===== config.mk =====
export PLATFORM = sky130hd
export DESIGN_NAME = hs32_alu_seq
export DESIGN_NICKNAME = d
export VERILOG_FILES = /design/src/rtl/hs32_alu_seq_pkg.sv /design/src/rtl/hs32_mul_iter.sv /design/src/rtl/hs32_alu_seq.sv
export SDC_FILE = /design/constraint.sdc
export NUM_CORES = 1
export LEC_CHECK = 0
export CAP_MARGIN = 20
export CORE_MARGIN = 3
export CORE_UTILIZATION = 45
export CTS_BUF_LIST = sky130_fd_sc_hd__clkbuf_16
export DETAILED_ROUTE_END_ITERATION = 8
export HOLD_SLACK_MARGIN = 0.1
export PLACE_DENSITY = 0.61
export RECOVER_POWER = 25
export SLEW_MARGIN = 30
export SYNTH_ARGS = -nofsm -noshare
export SYNTH_HDL_FRONTEND = slang
export SYNTH_SLANG_ARGS = --single-unit
export TNS_END_PERCENT = 20

===== constraint.sdc =====
create_clock -name clk -period 4.65 [get_ports clk]
set_input_delay 1.395 -clock clk [delete_from_list [all_inputs] [get_ports clk]]
set_output_delay 1.395 -clock clk [all_outputs]
set_load 0.03 [all_outputs]

===== src/rtl/hs32_alu_seq_pkg.sv =====
// Shared HS32 ALU opcodes, NZCV flag layout, execute-unit FSM states and
// multiplier build options.
package hs32_alu_seq_pkg;

    localparam logic [3:0] HS32A_ADD  = 4'h0;
    localparam logic [3:0] HS32A_ADC  = 4'h1;
    localparam logic [3:0] HS32A_SUB  = 4'h2;
    localparam logic [3:0] HS32A_SBC  = 4'h3;
    localparam logic [3:0] HS32A_AND  = 4'h4;
    localparam logic [3:0] HS32A_OR   = 4'h5;
    localparam logic [3:0] HS32A_XOR  = 4'h6;
    localparam logic [3:0] HS32A_BIC  = 4'h7;
    localparam logic [3:0] HS32A_MOV  = 4'h8;
    localparam logic [3:0] HS32A_MOV2 = 4'h9;
    localparam logic [3:0] HS32A_MUL  = 4'hA;

    localparam int MUL_NONE = 0;
    localparam int MUL_ITER = 1;
    localparam int MUL_COMB = 2;

    typedef enum logic [1:0] {
        ST_IDLE = 2'd0,
        ST_MUL  = 2'd1,
        ST_DONE = 2'd2
    } hs32_state_e;

    // Bit 3 = N ... bit 0 = V.
    typedef struct packed {
        logic n;
        logic z;
        logic c;
        logic v;
    } hs32_fl_t;

endpackage


===== src/rtl/hs32_mul_iter.sv =====
// Unsigned shift-add multiplier, one multiplier bit per cycle. product is the
// accumulator including the current step, so it is final in the done cycle.
module hs32_mul_iter #(
    parameter int WIDTH = 32
) (
    input  logic               clk,
    input  logic               rst_n,
    input  logic               start,
    input  logic [WIDTH-1:0]   a,
    input  logic [WIDTH-1:0]   b,
    output logic               done,
    output logic [2*WIDTH-1:0] product
);

    localparam int CW = $clog2(WIDTH) + 1;
    localparam logic [CW-1:0] LAST = CW'(WIDTH - 1);

    logic [2*WIDTH-1:0] a_sh_reg;
    logic [2*WIDTH-1:0] acc_reg;
    logic [WIDTH-1:0]   b_reg;
    logic [CW-1:0]      cnt_reg;
    logic               busy_reg;
    logic [2*WIDTH-1:0] addend;

    // a is pre-shifted and b consumed LSB-first, so step i adds a<<i when b[i] is set.
    assign addend  = b_reg[0] ? a_sh_reg : '0;
    assign product = acc_reg + addend;
    assign done    = busy_reg && (cnt_reg == LAST);

    always_ff @(posedge clk or negedge rst_n) begin
        if (!rst_n) begin
            a_sh_reg <= '0;
            acc_reg  <= '0;
            b_reg    <= '0;
            cnt_reg  <= '0;
            busy_reg <= 1'b0;
        end else if (start) begin
            a_sh_reg <= {{WIDTH{1'b0}}, a};
            acc_reg  <= '0;
            b_reg    <= b;
            cnt_reg  <= '0;
            busy_reg <= 1'b1;
        end else if (busy_reg) begin
            acc_reg  <= product;
            a_sh_reg <= a_sh_reg << 1;
            b_reg    <= b_reg >> 1;
            if (done) begin
                cnt_reg  <= '0;
                busy_reg <= 1'b0;
            end else begin
                cnt_reg <= cnt_reg + 1'b1;
            end
        end
    end

endmodule


===== src/rtl/hs32_alu_seq.sv =====
// HS32 execute-stage ALU with valid/ready handshake, full NZCV generation and
// a build-time selectable multiplier (none, iterative, single-cycle).
module hs32_alu_seq
    import hs32_alu_seq_pkg::*;
#(
    parameter int WIDTH    = 32,
    parameter int MUL_MODE = 1
) (
    input  logic             clk,
    input  logic             rst_n,
    input  logic             i_valid,
    output logic             o_ready,
    input  logic [3:0]       i_op,
    input  logic [WIDTH-1:0] i_a,
    input  logic [WIDTH-1:0] i_b,
    input  logic [3:0]       i_fl,
    output logic             o_valid,
    input  logic             i_ready,
    output logic [WIDTH-1:0] o_r,
    output logic [3:0]       o_fl
);

    localparam int  M    = WIDTH - 1;
    localparam bit  ITER = (MUL_MODE == MUL_ITER);
    localparam bit  COMB = (MUL_MODE == MUL_COMB);

    hs32_state_e        state_reg;
    hs32_fl_t           fl_hold_reg;
    hs32_fl_t           fl_in;
    hs32_fl_t           fl_next;
    hs32_fl_t           iter_fl;
    logic [WIDTH:0]     sum_w;
    logic [WIDTH:0]     diff_w;
    logic [WIDTH-1:0]   res_next;
    logic [WIDTH-1:0]   iter_r;
    logic               c_next;
    logic               v_next;
    logic [2*WIDTH-1:0] mul_comb;
    logic [2*WIDTH-1:0] iter_prod;
    logic               iter_done;
    logic               accept;

    assign o_ready = (state_reg == ST_IDLE);
    assign o_valid = (state_reg == ST_DONE);
    assign accept  = i_valid && o_ready;
    assign fl_in   = hs32_fl_t'(i_fl);

    generate
        if (ITER) begin : g_mul_iter
            hs32_mul_iter #(.WIDTH(WIDTH)) u_mul (
                .clk     (clk),
                .rst_n   (rst_n),
                .start   (accept && (i_op == HS32A_MUL)),
                .a       (i_a),
                .b       (i_b),
                .done    (iter_done),
                .product (iter_prod)
            );
        end else begin : g_no_iter
            assign iter_done = 1'b0;
            assign iter_prod = '0;
        end

        if (COMB) begin : g_mul_comb
            assign mul_comb = {{WIDTH{1'b0}}, i_a} * {{WIDTH{1'b0}}, i_b};
        end else begin : g_no_comb
            assign mul_comb = '0;
        end
    endgenerate

    always_comb begin
        sum_w  = {1'b0, i_a} + {1'b0, i_b}
               + {{WIDTH{1'b0}}, (i_op == HS32A_ADC) & fl_in.c};
        diff_w = {1'b0, i_a} - {1'b0, i_b}
               - {{WIDTH{1'b0}}, (i_op == HS32A_SBC) & fl_in.c};
        // MOV, undefined ops and (without a single-cycle multiplier) MUL fall through to b.
        res_next = i_b;
        c_next   = fl_in.c;
        v_next   = fl_in.v;
        case (i_op)
            HS32A_ADD, HS32A_ADC: begin
                res_next = sum_w[WIDTH-1:0];
                c_next   = sum_w[WIDTH];
                v_next   = (i_a[M] == i_b[M]) && (sum_w[M] != i_a[M]);
            end
            HS32A_SUB, HS32A_SBC: begin
                res_next = diff_w[WIDTH-1:0];
                c_next   = diff_w[WIDTH];
                v_next   = (i_a[M] != i_b[M]) && (diff_w[M] != i_a[M]);
            end
            HS32A_AND:  res_next = i_a & i_b;
            HS32A_OR:   res_next = i_a | i_b;
            HS32A_XOR:  res_next = i_a ^ i_b;
            HS32A_BIC:  res_next = i_a & ~i_b;
            HS32A_MOV2: res_next = i_a;
            HS32A_MUL: begin
                if (COMB) begin
                    res_next = mul_comb[WIDTH-1:0];
                    c_next   = |mul_comb[2*WIDTH-1:WIDTH];
                end
            end
            default: ;
        endcase
        fl_next = '{n: res_next[M], z: (res_next == '0), c: c_next, v: v_next};

        iter_r  = iter_prod[WIDTH-1:0];
        iter_fl = '{n: iter_r[M], z: (iter_r == '0),
                    c: |iter_prod[2*WIDTH-1:WIDTH], v: fl_hold_reg.v};
    end

    // Operands for the iterative path are captured inside the multiplier;
    // only the incoming V survives here for the final flag word.
    always_ff @(posedge clk or negedge rst_n) begin
        if (!rst_n) begin
            state_reg   <= ST_IDLE;
            fl_hold_reg <= '0;
            o_r         <= '0;
            o_fl        <= '0;
        end else begin
            case (state_reg)
                ST_IDLE: begin
                    if (i_valid) begin
                        fl_hold_reg <= fl_in;
                        if (ITER && (i_op == HS32A_MUL)) begin
                            state_reg <= ST_MUL;
                        end else begin
                            state_reg <= ST_DONE;
                            o_r       <= res_next;
                            o_fl      <= fl_next;
                        end
                    end
                end
                ST_MUL: begin
                    if (iter_done) begin
                        state_reg <= ST_DONE;
                        o_r       <= iter_r;
                        o_fl      <= iter_fl;
                    end
                end
                ST_DONE: begin
                    if (i_ready) state_reg <= ST_IDLE;
                end
                default: state_reg <= ST_IDLE;
            endcase
        end
    end

endmodule


==> results.sh <==
export IMPL_drt_antenna_violating_nets=0
export IMPL_p_comb_frac=0.647
export IMPL_synth_distinct_cells=92
export IMPL_hold_violations=0
export IMPL_fp_dieW_um=218
export IMPL_drc_errors=0
export IMPL_drive_gt1_frac=0.217
export IMPL_fillCellCount=3976
export IMPL_wire_per_inst_um=22.2
export IMPL_setup_viol=7
export IMPL_synth_area_leaders="dfrtp_1, ha_1, mux2i_1, a21oi_1, nor2_1"
export IMPL_portBuffers=111
export IMPL_pwr_share_clk=0.140
export IMPL_wirelength_met1_um=34700
export IMPL_period_needed_ps=4920
export IMPL_path_class="input port to flip-flop"
export IMPL_clk_latency_ps=590
export IMPL_wl_met2_um=37800
export IMPL_cp_end_kind="flip-flop"
export IMPL_wl_met3_um=4980
export IMPL_grt_overflow=0
export IMPL_skew_ps=18.2
export IMPL_rows=76
export IMPL_cts_tree="built"
export IMPL_swShare=0.474
export IMPL_grt_start_max_net_pins=127
export IMPL_die_area_um2=47400
export IMPL_synth_seq_cells=205
export IMPL_postCtsHoldBufs=0
export IMPL_async_reset_ff_frac=1.00
export IMPL_highest_layer="met5"
export IMPL_p_per_area_nw_per_um2=576
export IMPL_seqCellArea_um2=5130
export IMPL_viasPerCell=5.90
export IMPL_syn2layout_area_growth_pct=31.8
export IMPL_holdCritPathClass="flip-flop to flip-flop"
export IMPL_fmax_ghz=0.203
export IMPL_cp_required_ps=5170
export IMPL_layout_setup_ws_ps=-274
export IMPL_synth_edf_count=0
export IMPL_synthesis_nets=2837
export IMPL_diodes=0
export IMPL_cp_start_kind="input port"
export IMPL_grt_pass1_wl_um=124000
export IMPL_ys_flop_type="dfrtp_1"
export IMPL_synth_top_area_frac=0.254
export IMPL_multi_input_area_um2=14400
export IMPL_slew_limit_headroom=-0.352
export IMPL_htree_levels=1
export IMPL_root_buffer="clkbuf_16"
export IMPL_rsz0062_at_grt="true"
export IMPL_synth_seq_area_share=0.254
export IMPL_numCtsBuffers=26
export IMPL_drt_initial_drc_count=1885
export IMPL_nets=3310
export IMPL_die_h_um=218
export IMPL_start_util=0.462
export IMPL_routed_wirelength_um=80800
export IMPL_cts_sinks=205
export IMPL_first_pass_iters=5
export IMPL_p_int_mw=8.05
export IMPL_grt_pass1_vias=21400
export IMPL_dp_hpwl_um=64300
export IMPL_synthCells=2567
export IMPL_worst_pin_slew_ps=2030
export IMPL_critical_path_cell_chain="clkdlybuf4s50_1 > inv_1 > ha_1 > ha_1 > a21o_1 > a31oi_1 > nor3_1 > a211o_1 > a21oi_1 > o211a_1 > o2111ai_2 > nor4_2 > buf_4 > nand4_1 > nor4_2 > nand4b_1 > nand3_1"
export IMPL_max_stage_delay_ps=610
export IMPL_vdd_drop_max_mv=0.413
export IMPL_violations="max-capacitance violations, max-slew violations, negative setup slack"
export IMPL_crit_slowest_cell="clkdlybuf4s50_1"
export IMPL_yosysTopAreaCell="dfrtp_1"
export IMPL_avgSynthCellArea_um2=7.86
export IMPL_syn_cell_area_um2=20200
export IMPL_totalPowerFinal_mw=15.3
export IMPL_utilization=0.609
export IMPL_status="complete, but fails checks"
export IMPL_clk_pin_slew_ps=60
export IMPL_seq_power_share=0.213
export IMPL_post_route_period_util=1.06
export IMPL_antenna_found_initial=1
export IMPL_track_usage=0.335
export IMPL_via_count=21500
export IMPL_critPathArrivalTime_ps=5450
export IMPL_core_area_um2=43600
export IMPL_p_leak_nw=12.9
export IMPL_synth_common_cells="nor2_1, a21oi_1, dfrtp_1"
export IMPL_ys_warn_count=0
export IMPL_io_pins=114
export IMPL_post_synth_top_count_cell="nor2_1"
export IMPL_maxCapViolCount=2
export IMPL_final_max_slew_violation_count=145
export IMPL_dp_slack_ps=-1530
export IMPL_p_sw_mw=7.26
export IMPL_cts_max_path_buffers=3
export IMPL_path_max_fanout=3
export IMPL_gp_congestion=0.990
[metrics by stage]
step	hold WS, ps	setup TNS, ps	cells	cell area [µm²]
after global routing	516	-2120	3645	26600
after global placement	466	-23620	3580	25200
after detailed placement	468	-25380	3580	25200
after CTS	481	-598	3641	26400
after floorplan	473	-1920	2567	20300
final	475	-901	3645	26600
[final timing paths]
kind,slack [ps],to,depth (start not counted),from
worst min register to register,470,o_r[2],2,o_r[2]
worst min-delay path,470,o_r[2],2,o_r[2]
worst max-delay path,-270,o_fl[2],17,i_b[25]
max in group asynchronous,730,g_mul_iter.u_mul.acc_reg[6],2,rst_n
min in group asynchronous,1370,g_mul_iter.u_mul.a_sh_reg[29],1,rst_n
worst max register to register,40,o_fl[1],16,g_mul_iter.u_mul.b_reg[0]
[area by class of cell]
type                       count  area share
multi-input combinational   2068       0.540
sequential                   205       0.193
timing repair buffer         609       0.187
tap                          585      0.0275
clock buffer                  26      0.0245
inverter                     130      0.0184
clock inverter                22     0.00913
[power by group through the flow]
stage	Clock, mW	Sequential [mW]	Combinational (mW)
global placement	0	3.25	9.48
floorplan	0	3.24	6.36
detailed placement	0	3.28	9.65
CTS	2.19	3.27	9.77
global route	2.24	3.37	10.9
finish	2.14	3.27	9.90
[layout by cell type (no fill, tap or decap), types with 9 or more instances in the layout]
cell	n
a221oi_1	11
nand4_1	47
o21bai_1	16
and3_1	16
or3_1	14
nor2b_1	24
a31oi_1	32
nand2b_1	17
xnor2_1	51
o31ai_1	12
o21ai_0	140
buf_12	9
o22ai_1	12
a311oi_1	9
xor2_1	40
ha_1	181
or2_2	12
clkdlybuf4s50_1	100
nand2_1	196
and2_1	70
nor4_1	12
buf_4	483
nand3_1	47
inv_1	125
o21ai_1	11
clkbuf_16	26
a21oi_1	266
dfrtp_1	204
mux2i_1	163
o21a_1	34
nor3_1	40
nor2_1	298
o211ai_1	27
a21o_1	42
a211oi_1	18
[layer usage]
metal  GRT usage  vias up
met4       0.122        2
met5           0        -
li1            -    10200
met3      0.0435      172
met2       0.563      794
met1       0.443    10300
[repair_timing]
action,CTS,global route
setup endpoints to repair,21,17
buffers inserted,13,5
gates resized for setup,61,45
pin swaps,33,43
[cells by family (layout without fill, tap and decap cells)]
family	Yosys count	count (layout)	share of synthesized area
AOI/OAI and AO/OA	759	759	0.240
and+or+nand+nor	851	851	0.202
muxes	170	170	0.0847
adders and majority gates	194	194	0.122
buffers and inverters	294	787	0.0558
DFF	205	205	0.254
xor gates and xnor gates	94	94	0.0415
[critical path: cells and delay by family]
family / cells / cell delay (ps)
and+or+nand+nor: 6 / 1010
AOI/OAI and AO/OA: 6 / 1520
buffers and inverters: 3 / 890
adders and majority gates: 2 / 630
No activity file was read; power rests on OpenSTA's default activity.
